<file path="config.mk">
export PLATFORM = sky130hd
export DESIGN_NAME = replica_exchange_sched
export DESIGN_NICKNAME = d
export VERILOG_FILES = /design/src/rtl/replica_exchange_sched.sv
export SDC_FILE = /design/constraint.sdc
export NUM_CORES = 1
export LEC_CHECK = 0
export ABC_AREA = 1
export BUFFER_PORTS_ARGS = -buffer_cell sky130_fd_sc_hd__buf_2
export CAP_MARGIN = 0
export CORE_MARGIN = 2
export CORE_UTILIZATION = 56
export CTS_CLUSTER_SIZE = 12
export DETAILED_ROUTE_END_ITERATION = 8
export MAX_ROUTING_LAYER = met4
export PLACE_DENSITY = 0.92
export RECOVER_POWER = 50
export SETUP_SLACK_MARGIN = 0.15
export SYNTH_ARGS = -nofsm -noshare
export SYNTH_HDL_FRONTEND = slang
export SYNTH_SLANG_ARGS = --single-unit
</file>
<file path="constraint.sdc">
create_clock -name clk -period 5.8 [get_ports clk]
set_input_delay 0.58 -clock clk [delete_from_list [all_inputs] [get_ports clk]]
set_output_delay 0.58 -clock clk [all_outputs]
set_load 0.005 [all_outputs]
</file>
<file path="src/rtl/replica_exchange_sched.sv">
// ============================================================================
// Module   : replica_exchange_sched
// Brief    : Sequences replica-exchange rounds: clear, exp prime/run, exchange
//            decision and ordering shift, alternating OR0/OR1 pairing.
// Revision : 1.0 - initial release
// ============================================================================
`default_nettype none

package replica_exchange_pkg;
    typedef enum logic {
        OR0 = 1'b0,
        OR1 = 1'b1
    } opt_command_t;
endpackage

module replica_exchange_sched
    import replica_exchange_pkg::*;
#(
    parameter int REPLICA_NUM = 32,
    parameter int EXP_CYCLES  = 12,
    parameter int ROUND_W     = 16
) (
    input  logic               clk,
    input  logic               reset,
    input  logic               start,
    input  logic               stop,
    input  logic [ROUND_W-1:0] num_rounds,
    input  logic [16:0]        recip_in,
    output logic               replica_run,
    output opt_command_t       opt_command,
    output logic               exp_init,
    output logic               exp_run,
    output logic [16:0]        exp_recip,
    output logic               exchange_run,
    output logic               exchange_shift_d,
    output logic               busy,
    output logic               done,
    output logic [ROUND_W-1:0] round_cnt
);

    localparam int c_EXP_W   = (EXP_CYCLES  > 1) ? $clog2(EXP_CYCLES)  : 1;
    localparam int c_SHIFT_W = (REPLICA_NUM > 1) ? $clog2(REPLICA_NUM) : 1;

    localparam logic [c_EXP_W-1:0]   c_EXP_LOAD  = c_EXP_W'(EXP_CYCLES - 1);
    localparam logic [c_SHIFT_W-1:0] c_SHIFT_LAST = c_SHIFT_W'(REPLICA_NUM - 1);

    typedef enum logic [2:0] {
        S_IDLE  = 3'd0,
        S_CLR   = 3'd1,
        S_INIT  = 3'd2,
        S_EXP   = 3'd3,
        S_TEST  = 3'd4,
        S_EXCH  = 3'd5,
        S_SHIFT = 3'd6,
        S_FIN   = 3'd7
    } state_t;

    state_t               r_state;
    state_t               w_next_state;
    logic [c_EXP_W-1:0]   r_exp_cnt;
    logic [c_SHIFT_W-1:0] r_shift_cnt;
    logic [ROUND_W-1:0]   r_round_cnt;
    opt_command_t         r_opt;
    logic [16:0]          r_exp_recip;

    logic                 w_last_shift;
    logic                 w_exp_last;
    logic [ROUND_W:0]     w_rounds_next;
    logic [ROUND_W:0]     w_target;
    logic                 w_finish;

    assign w_last_shift  = (r_state == S_SHIFT) && (r_shift_cnt == c_SHIFT_LAST);
    assign w_exp_last    = (r_exp_cnt == '0);
    // Widened by one bit so an all-ones round count still compares correctly
    assign w_rounds_next = {1'b0, r_round_cnt} + {{ROUND_W{1'b0}}, 1'b1};
    assign w_target      = (num_rounds == '0) ? {{ROUND_W{1'b0}}, 1'b1}
                                              : {1'b0, num_rounds};
    assign w_finish      = (w_rounds_next >= w_target) || stop;

    always_ff @(posedge clk) begin
        if (!reset) begin
            r_state     <= S_IDLE;
            r_exp_cnt   <= '0;
            r_shift_cnt <= '0;
            r_round_cnt <= '0;
            r_opt       <= OR0;
            r_exp_recip <= '0;
        end else begin
            r_state <= w_next_state;
            case (r_state)
                S_IDLE: begin
                    if (start) begin
                        r_round_cnt <= '0;
                    end
                end
                S_CLR: begin
                    r_exp_recip <= recip_in;
                end
                S_INIT: begin
                    r_exp_cnt <= c_EXP_LOAD;
                end
                S_EXP: begin
                    if (!w_exp_last) begin
                        r_exp_cnt <= r_exp_cnt - 1'b1;
                    end
                end
                S_EXCH: begin
                    r_shift_cnt <= '0;
                end
                S_SHIFT: begin
                    r_shift_cnt <= r_shift_cnt + 1'b1;
                    if (w_last_shift) begin
                        r_shift_cnt <= '0;
                        if (!(&r_round_cnt)) begin
                            r_round_cnt <= r_round_cnt + 1'b1;
                        end
                        r_opt <= (r_opt == OR0) ? OR1 : OR0;
                    end
                end
                default: begin
                end
            endcase
        end
    end

    always_comb begin
        w_next_state     = r_state;
        replica_run      = 1'b0;
        exp_init         = 1'b0;
        exp_run          = 1'b0;
        exchange_run     = 1'b0;
        exchange_shift_d = 1'b0;
        busy             = 1'b1;
        done             = 1'b0;
        case (r_state)
            S_IDLE: begin
                busy = 1'b0;
                if (start) begin
                    w_next_state = S_CLR;
                end
            end
            S_CLR: begin
                replica_run  = 1'b1;
                w_next_state = S_INIT;
            end
            S_INIT: begin
                exp_init     = 1'b1;
                w_next_state = S_EXP;
            end
            S_EXP: begin
                exp_run = 1'b1;
                if (w_exp_last) begin
                    w_next_state = S_TEST;
                end
            end
            S_TEST: begin
                w_next_state = S_EXCH;
            end
            S_EXCH: begin
                exchange_run = 1'b1;
                w_next_state = S_SHIFT;
            end
            S_SHIFT: begin
                exchange_shift_d = 1'b1;
                if (w_last_shift) begin
                    w_next_state = w_finish ? S_FIN : S_CLR;
                end
            end
            S_FIN: begin
                done         = 1'b1;
                w_next_state = S_IDLE;
            end
            default: begin
                busy         = 1'b0;
                w_next_state = S_IDLE;
            end
        endcase
    end

    assign opt_command = r_opt;
    assign exp_recip   = r_exp_recip;
    assign round_cnt   = r_round_cnt;

endmodule

`default_nettype wire

</file>
; Yosys cells after proc, flatten, opt, wreduce, memory -nomap -nowiden
; Index checks and enable logic that the tools add are counted.
[classes]
n_addsub = 4
multipliers = 0
div_mod_pow = 0
magnitude_cmp = 1
eq_ne = 13
shifts = 0
n_mux = 22
n_bitwise = 0
reduce_logical = 13
[ops]
columns = op, count
row1 = 2-to-1 mux 16 bit, 4
row2 = one-hot mux 16 bit (2 select lines), 1
row3 = one-hot mux 3 bit (8 select lines), 1
row4 = "adder 16 x 1 -> 17 bit, second input constant", 1
row5 = greater-or-equal comparator 17 x 16 -> 1 bit, 1
row6 = "adder 16 x 1 -> 16 bit, second input constant", 1
row7 = logical NOT 16 bit, 1
row8 = AND reduction 16 bit, 1
row9 = "== test 3 bit, second input constant", 4
row10 = 2-to-1 mux 3 bit, 4
row11 = "!= test 2 bit, second input constant", 5
row12 = one-hot mux 5 bit (2 select lines), 1
row13 = 2-to-1 mux 1 bit, 8
row14 = one-hot mux 4 bit (2 select lines), 1
row15 = "== test 3 x 2 -> 1 bit, second input constant", 2
row16 = nonzero test 2 bit, 3
row17 = "adder 5 x 1 -> 5 bit, second input constant", 1
row18 = "== test 5 bit, second input constant", 1
row19 = 2-to-1 mux 5 bit, 1
row20 = logical NOT 4 bit, 1
row21 = 2-to-1 mux 4 bit, 1
row22 = AND reduction 2 bit, 2
row23 = AND reduction 4 bit, 1
row24 = "subtractor 4 x 1 -> 4 bit, second input constant", 1
row25 = 5 further kinds, 5
[totals]
regBits = 46
latch_bits = 0
ramBits = 0
rom_bits = 0
in_bits = 37
output_inout_bits = 41
elab_cells = 59
memories = 0

; Logic depth before layout (Yosys ltp)
; Gate-level depths: netlist of run 1.
[logic_depth]
depth_word = 7
depth_mapped = 20
mapped_depth_nobuf = 20

; Worst setup path after synthesis of run 1
; Ideal clock, no wire load.
[synth_path]
path_kind = register -> register
from = register r_round_cnt[0] (netlist: round_cnt[0])
to = register r_state[2]
setup_time_ns = 0.071
arrival_ns = 2.402
required_ns = 5.729
slack_ns = 3.327
stages_incl_launch_ff = 18
path_buffers = 0
synth_period_minus_slack_ns = 2.473
cell_sequence = dfxtp_1 > ha_1 > nand3_2 > nor2_2 > nand2_2 > inv_2 > nand2_1 > nor3_2 > nand2_1 > xor2_1 > inv_2 > ha_1 > nand2_1 > nor4b_1 > a21oi_1 > nand3_1 > nand2_1 > a21oi_1
[synth_via]
elab_chain_cells = 6
[synth_rtl]
columns = element, line
row1 = "start, declared", 62  ; logic [ROUND_W-1:0] r_round_cnt;
row2 = "start signal, assigned", 115  ; r_round_cnt <= r_round_cnt + 1'b1;
row3 = adder 16 x 1 -> 17 bit, 75  ; assign w_rounds_next = {1'b0, r_round_cnt} + {{ROUND_W{1'b0}}, 1'b1};
row4 = greater-or-equal comparator 17 x 16 -> 1 bit, 78  ; assign w_finish = (w_rounds_next >= w_target) || stop;
row5 = logical OR 1 bit, 78
row6 = 2-to-1 mux 3 bit, 166  ; w_next_state = w_finish ? S_FIN : S_CLR;
row7 = 2-to-1 mux 3 bit, 165  ; if (w_last_shift) begin
row8 = one-hot mux 3 bit (8 select lines), 135  ; case (r_state)
row9 = "end signal, assigned", 89  ; r_state <= w_next_state;
row10 = "end, declared", 58  ; state_t r_state;
; No other way between the ends. The select of a mux whose other input is x is not followed.
; A chain may end at the register's enable or synchronous reset.

; Worst setup path after layout of run 1
; Ends and elaborated chain as after synthesis.

==> results.tsv, run 1 <==
stage	metric	value	unit
power	p_sw_share	36.64	%
sta	fmax	352.8	MHz
worst_setup_path	r2r_cells	17	
logic_synthesis	syn_nets	426	
logic_synthesis	syn_avg_cell_area	7.300	µm²
worst_setup_path	cp_max_fo	6	
logic_synthesis	ys_ff_latch	46	
clock_tree	cts_buffers	5	
floorplan	die_width	73.36	µm
layout	stdcell_count	497	
logic_synthesis	synth_top_area_share	34.18	%
global_routing	antenna_found_initial	0	
clock_tree	clockBufferDepth	2	
clock_tree	post_cts_buffers	0	
sta	finClkSkew	4.427	ps
worst_setup_path	critPathMaxStageDelay	480	ps
worst_setup_path	crit_type	reg -> reg	
worst_setup_path	crit_path_top_delay_cell	dfxtp_1	
logic_synthesis	synth_area	2694	µm²
global_routing	grtUsageTotal	24.53	%
worst_setup_path	critPathCaptureType	register	
layout	nets	499	
sta	setup_tns	0	ps
outcome	status	finished, final reports clean	
power	pwr-share-clk	21.0	%
floorplan	die_h	73.36	µm
sta	slew_headroom	22.50	%
logic_synthesis	ys_types	38	
floorplan	placementRows	25	
power	cell_internal_pwr	0.5826	mW
global_routing	grt_pass1_wl	10250	µm
layout	drive_gt1_share	21.90	%
sta	fin_hold_ws	469.4	ps
detailed_routing	drc	0	
clock_tree	clock_sinks	46	
clock_tree	clk_latency	290	ps
sta	rsz0062_at_grt	no	
detailed_routing	wl_per_cell	12.20	µm
logic_synthesis	synthMuxAreaShare	0	%
sta	setup_violations	0	
logic_synthesis	synth_top_family_by_area	simple AND/OR/NAND/NOR gates	
min_path	hold_depth	2	
power	irDropWorstVdd	220.9	µV
logic_synthesis	synth_xor_area_share	4.459	%
clock_tree	path_clk_slew	80	ps
worst_setup_path	cp_cell_sequence	ha_1, nand3_2, nor2_2, nand2_2, inv_2, nand2_1, nor3_2, nand2_1, xor2_1, inv_2, ha_1, nand2_1, nor4b_1, a21oi_1, nand3_1, nand2_1, a21oi_1	
sta	hold_viol	0	
logic_synthesis	syn_inst	369	
floorplan	core_area	4692	µm²
logic_synthesis	synth_largest_area_cell	dfxtp_1	
place	place_ws	2993	ps
layout	diodes	0	
clock_tree	post_cts_resized	0	
layout	area_delta_synth_final	16.72	%
flow_run	drv_cap	0	
sta	worst_slew_pin_slew	1158	ps
worst_setup_path	cp.required	6000	ps
logic_synthesis	synth-simple-area-share	24.01	%
clock_tree	clockRootBuffer	clkbuf_8	
power	leakage	1.542	nW
clock_tree	hold_buffers	0	
floorplan	start_util	57.41	%
worst_setup_path	start_kind	register	
sta	finalWorstSetupSlack	2965	ps
layout	stdcell_area	3144	µm²
power	finalPower	0.9194	mW
place	dp_cells	489	
sta	fin_crit_sh	48.88	%
detailed_routing	wl	6061	µm
power	pwr-share-seq	44.7	%
worst_setup_path	critPathMostFrequentCell	nand2_1	
detailed_routing	drt-initial-drc-count	128	
place	gp_congestion	0.9238	
layout	fin_util	67.01	%
floorplan	die-area	5381	µm²
place	hpwl	4847	µm
sta	fin_crit	2835	ps
detailed_routing	viasPerCell	5.201	
logic_synthesis	synth_compound_area_share	17.56	%
power	power.switching	0.3369	mW
global_routing	grt_max_degree	30	
logic_synthesis	synthTopCellsByArea	dfxtp_1, ha_1, nor2_1	
logic_synthesis	synthAdderAreaFrac	9.289	%
min_path	hp-class	reg -> reg	
place	placedInstanceArea	3078	µm²
global_routing	grt_pass1_vias	2483	
power	p_comb_share	34.2	%
global_routing	overflow	0	
detailed_routing	vias	2585	
clock_tree	cts_tree	built	
clock_tree	cts-htree-levels	2	
sta	drv_slew	0	
detailed_routing	drtPass1Iterations	4	
logic_synthesis	ys.warnings.count	0	
floorplan	pin_count	78	
power	pwr_density_cell	292.4	nW/µm²
detailed_routing	postRouteAntennaNets	0	
worst_setup_path	arrival	3040	ps
place	port_buffers	77	
logic_synthesis	seq_area_frac_synth	34.18	%
==> worst max-delay path, delay by kind of cell (launching register included) <==
family                   cells  cell delay, ps
XOR/XNOR                     1             160
adder cells (fa/ha/maj)      2             540
buffers and inverters        2             120
AO/OA/AOI/OAI                2             270
flip-flops                   1             480
AND/OR/NAND/NOR             10            1190
==> cell usage in the layout, fill, tap and decap left out, drive strengths merged, types with 2 or more instances in the layout <==
| cell type | Yosys | routed |
|---|---|---|
| nor4 | 2 | 2 |
| ha | 20 | 20 |
| xnor2 | 2 | 2 |
| buf | 6 | 58 |
| clkinv | 1 | 2 |
| inv | 56 | 56 |
| nand2 | 54 | 54 |
| xor2 | 10 | 10 |
| nand3 | 13 | 13 |
| nor3 | 3 | 3 |
| a21oi | 34 | 34 |
| nand4 | 5 | 5 |
| dfxtp | 46 | 46 |
| o21ai | 30 | 30 |
| a211oi | 7 | 7 |
| clkbuf | 5 | 26 |
| a221oi | 2 | 2 |
| nor2 | 65 | 65 |
==> flip-flops by register name, indices dropped and copies added (netlist names) <==
register / cells
exp_recip: 17
round_cnt: 16
opt_command: 1
r_state: 3
r_exp_cnt: 4
r_shift_cnt: 5
==> cell families after synthesis <==
group	count (synthesis)
xor+xnor	12
fa+ha+maj	20
compound gates	79
buf+inv	68
simple gates	144
flops	46
==> synthesized netlist by cell type, drive strengths merged <==
master / instances
dfxtp: 46
o211a: 1
o211ai: 1
nor4: 2
xor2: 10
a211oi: 7
inv: 56
buf: 6
a22oi: 1
a21oi: 34
ha: 20
nand4: 5
a221oi: 2
nor3: 3
o21a: 1
o41ai: 1
nand3b: 1
xnor2: 2
nand2: 54
nand3: 13
clkinv: 1
a21o: 1
o21ai: 30
clkbuf: 5
nor4b: 1
nor2: 65
==> layer usage <==
metal  track usage, %  up-vias  share of wire [%]
met5                -        -                  0
met4            8.283        0                1.5
met3            3.978        8                4.4
met2            42.84       73                 49
met1            28.56     1155                 45
li1                 -     1349                  -
==> layout make-up <==
class | instances | area, µm²
Inverter | 57 | 214.0
Sequential cell | 46 | 920.9
Multi-Input combinational cell | 255 | 1488
Clock buffer | 7 | 86.33
Clock inverter | 1 | 5.005
Fill cell | 417 | 1548
Timing Repair Buffer | 77 | 362.8
Tap cell | 54 | 67.56
==> power by group through the flow <==
stage | combinational (mW) | clock (mW) | sequential, mW
finish | 0.315 | 0.193 | 0.411
global route | 0.360 | 0.214 | 0.417
CTS | 0.320 | 0.200 | 0.410
detailed placement | 0.318 | 0 | 0.416
global placement | 0.303 | 0 | 0.414
floorplan | 0.223 | 0 | 0.413
==> final timing paths <==
kind / startpoint / end / slack (ps)
setup / recovery: round_cnt[0] / r_state[2] / 2970
setup reg to reg: round_cnt[0] / r_state[2] / 2970
hold / removal: r_shift_cnt[3] / r_shift_cnt[3] / 470
hold reg to reg: r_shift_cnt[3] / r_shift_cnt[3] / 470
Note: power is estimated with default switching activity, not from simulation.
==> run 2: changes to the inputs <==
--- a/config.mk
+++ b/config.mk
@@ -9,11 +9,11 @@
 export BUFFER_PORTS_ARGS = -buffer_cell sky130_fd_sc_hd__buf_2
 export CAP_MARGIN = 0
 export CORE_MARGIN = 2
-export CORE_UTILIZATION = 56
+export CORE_UTILIZATION = 52
 export CTS_CLUSTER_SIZE = 12
 export DETAILED_ROUTE_END_ITERATION = 8
 export MAX_ROUTING_LAYER = met4
-export PLACE_DENSITY = 0.92
+export PLACE_DENSITY = 0.87
 export RECOVER_POWER = 50
 export SETUP_SLACK_MARGIN = 0.15
 export SYNTH_ARGS = -nofsm -noshare
==> constraint.sdc (replaced) <==
create_clock -name clk -period 2.8 [get_ports clk]
set_input_delay 0.28 -clock clk [delete_from_list [all_inputs] [get_ports clk]]
set_output_delay 0.28 -clock clk [all_outputs]
set_load 0.005 [all_outputs]
==> run 2 against run 1 <==
  * Sequential power rose by 110%
  * Clock-buffer cell count decreased by 2
  * First-iteration DRC count increased by 100%
  * Sequential share of layout area decreased by 1.9 points
  * Maximum frequency increased by 3.3%
  * Clock power grew 120%
  * Critical endpoint unchanged
  * Clock skew increased by 5.4 ps
==> results.tsv, run 2 (same netlist as run 1, synthesis figures left out) <==
stage	metric	value	unit	change
outcome	status	finished, final reports clean		unchanged
layout	final_common_cell	buf_2		unchanged
clock_tree	clock_sinks	46		unchanged
floorplan	start_util	53.42	%	was 57.41%
clock_tree	clockBufferDepth	2		unchanged
layout	fin_util	67.07	%	was 67.01%
detailed_routing	wl	7054	µm	was 6061 µm
layout	nets	511		was 499
floorplan	die-area	5772	µm²	was 5381 µm²
clock_tree	cts_buffers	5		unchanged
detailed_routing	route.met2.wl	3388	µm	was 2956 µm
detailed_routing	drtPass1Iterations	5		was 4
layout	nFillCells	432		was 417
detailed_routing	viasPerCell	5.200		was 5.201
power	p_comb_share	36.7	%	was 34.2%
power	p_sw_share	38.67	%	was 36.64%
sta	fin_crit	2745	ps	was 2835 ps
clock_tree	cts-htree-levels	2		unchanged
sta	finalWorstSetupSlack	54.99	ps	was 2965 ps
worst_setup_path	crit_type	reg -> reg		unchanged
layout	diodes	0		unchanged
global_routing	grt_pass1_wl	10900	µm	was 10250 µm
sta	setup_violations	0		unchanged
power	power.switching	0.7787	mW	was 0.3369 mW
clock_tree	clk_latency	300	ps	was 290 ps
power	irDropWorstVdd	371.8	µV	was 220.9 µV
sta	drv_slew	0		unchanged
place	hpwl	4869	µm	was 4847 µm
global_routing	grt_pass1_vias	2571		was 2483
place	port_buffers	77		unchanged
sta	hold_viol	0		unchanged
global_routing	antenna_found_initial	0		unchanged
sta	finClkSkew	9.854	ps	was 4.427 ps
worst_setup_path	cp_max_fo	2		was 6
worst_setup_path	start_kind	register		unchanged
flow_run	drv_cap	0		unchanged
detailed_routing	wl_met1	3164	µm	was 2751 µm
power	pwr-share-clk	20.7	%	was 21.0%
layout	largest_reg_flops	17		unchanged
floorplan	die_h	75.98	µm	was 73.36 µm
clock_tree	path_clk_slew	90	ps	was 80 ps
global_routing	grt_max_degree	30		unchanged
worst_setup_path	arrival	2990	ps	was 3040 ps
clock_tree	hold_buffers	0		unchanged
sta	fin_hold_ws	194.7	ps	was 469.4 ps
sta	slew_headroom	42.77	%	was 22.50%
detailed_routing	drt-initial-drc-count	256		was 128
worst_setup_path	critPathCaptureType	register		unchanged
power	pwr-share-seq	42.6	%	was 44.7%
power	leakage	1.686	nW	was 1.542 nW
global_routing	overflow	0		unchanged
sta	worst_slew_pin_slew	858.4	ps	was 1158 ps
floorplan	die_width	75.98	µm	was 73.36 µm
layout	stdcell_area	3382	µm²	was 3144 µm²
sta	fmax	364.3	MHz	was 352.8 MHz
layout	area_delta_synth_final	25.55	%	was 16.72%
floorplan	placementRows	26		was 25
worst_setup_path	cp.required	3050	ps	was 6000 ps
detailed_routing	postRouteAntennaNets	0		unchanged
power	cell_internal_pwr	1.235	mW	was 0.5826 mW
floorplan	pin_count	78		unchanged
sta	fin_crit_sh	98.04	%	was 48.88%
detailed_routing	wl_met3	421	µm	was 265 µm
detailed_routing	maxUsedRoutingLayer	met4		unchanged
layout	drive_gt1_share	27.91	%	was 21.90%
global_routing	grtUsageTotal	23.16	%	was 24.53%
floorplan	core_area	5042	µm²	was 4692 µm²
min_path	hp-class	in -> reg		was reg -> reg
power	pwr_density_cell	595.4	nW/µm²	was 292.4 nW/µm²
place	place_ws	154.4	ps	was 2993 ps
detailed_routing	vias	2730		was 2585
layout	stdcell_count	525		was 497
clock_tree	cts_tree	built		unchanged
place	placedInstanceArea	3128	µm²	was 3078 µm²
place	dp_cells	509		was 489
place	gp_congestion	0.9580		was 0.9238
layout	final_cell_mix	buf_2, nor2_1, inv_1		was buf_2, nor2_1, nand2_1
detailed_routing	drc	0		unchanged
clock_tree	clockRootBuffer	clkbuf_8		unchanged
detailed_routing	wl_per_cell	13.44	µm	was 12.20 µm
-- run 2: path summary, 6_finish.rpt --
path	cells past startpoint	slack [ps]	startpoint	endpoint
setup / recovery	17	50	round_cnt[0]	r_state[2]
hold / removal	3	190	recip_in[4]	exp_recip[4]
setup reg to reg	17	50	round_cnt[0]	r_state[2]
hold reg to reg	2	470	r_shift_cnt[4]	r_shift_cnt[4]
-- run 2: cell type report --
| cell class | instances | area [µm²] | share of cell area [%] |
|---|---|---|---|
| sequential | 46 | 925.9 | 27.38 |
| clock buffer | 5 | 68.82 | 2.035 |
| timing repair buffer | 89 | 460.4 | 13.61 |
| inverter | 57 | 216.5 | 6.400 |
| multi-input combinational | 255 | 1599 | 47.28 |
| clock inverter | 3 | 23.77 | 0.7029 |
| tap | 70 | 87.58 | 2.590 |
-- run 2: critical path, cell delays in order (launching register included) --
cell and delay [ps]:
dfxtp_1 420, ha_4 180, nand3_4 90, nor2_4 150, nand2_4 80, inv_4 70, nand2_4 60, nor3_4 240
nand2_1 120, xor2_1 240, inv_2 100, ha_4 280, nand2_2 70, nor4b_4 230, a21oi_2 90, nand3_1 80
nand2_1 60, a21oi_1 130
-- run 2: repair_timing --
action                     4_1_cts  5_1_grt
setup endpoints to repair        1        2
resized for setup                1       26
setup buffers                    0        8
pin swaps                        0       16
-- run 2: power by group through the flow --
stage               Sequential, mW  Clock, mW  Combinational (mW)
floorplan                    0.855          0               0.462
global placement             0.850          0               0.654
detailed placement           0.855          0               0.676
CTS                          0.841      0.429               0.679
global route                 0.870      0.455               0.822
finish                       0.857      0.417               0.740
-- run 2: metrics by stage --
stage / power [mW] / TNS (ps)
final: 2.014 / 0
after global routing: 2.147 / -258.3
after CTS: 1.949 / 0
after detailed placement: 1.530 / 0
after global placement: 1.504 / 0
after floorplan: 1.317 / 0
-- run 2: metal layers --
metal | track usage (%) | up-vias
met3 | 4.502 | 11
li1 | - | 1366
met5 | - | -
met1 | 28.66 | 1229
met4 | 7.455 | 0
met2 | 38.39 | 124
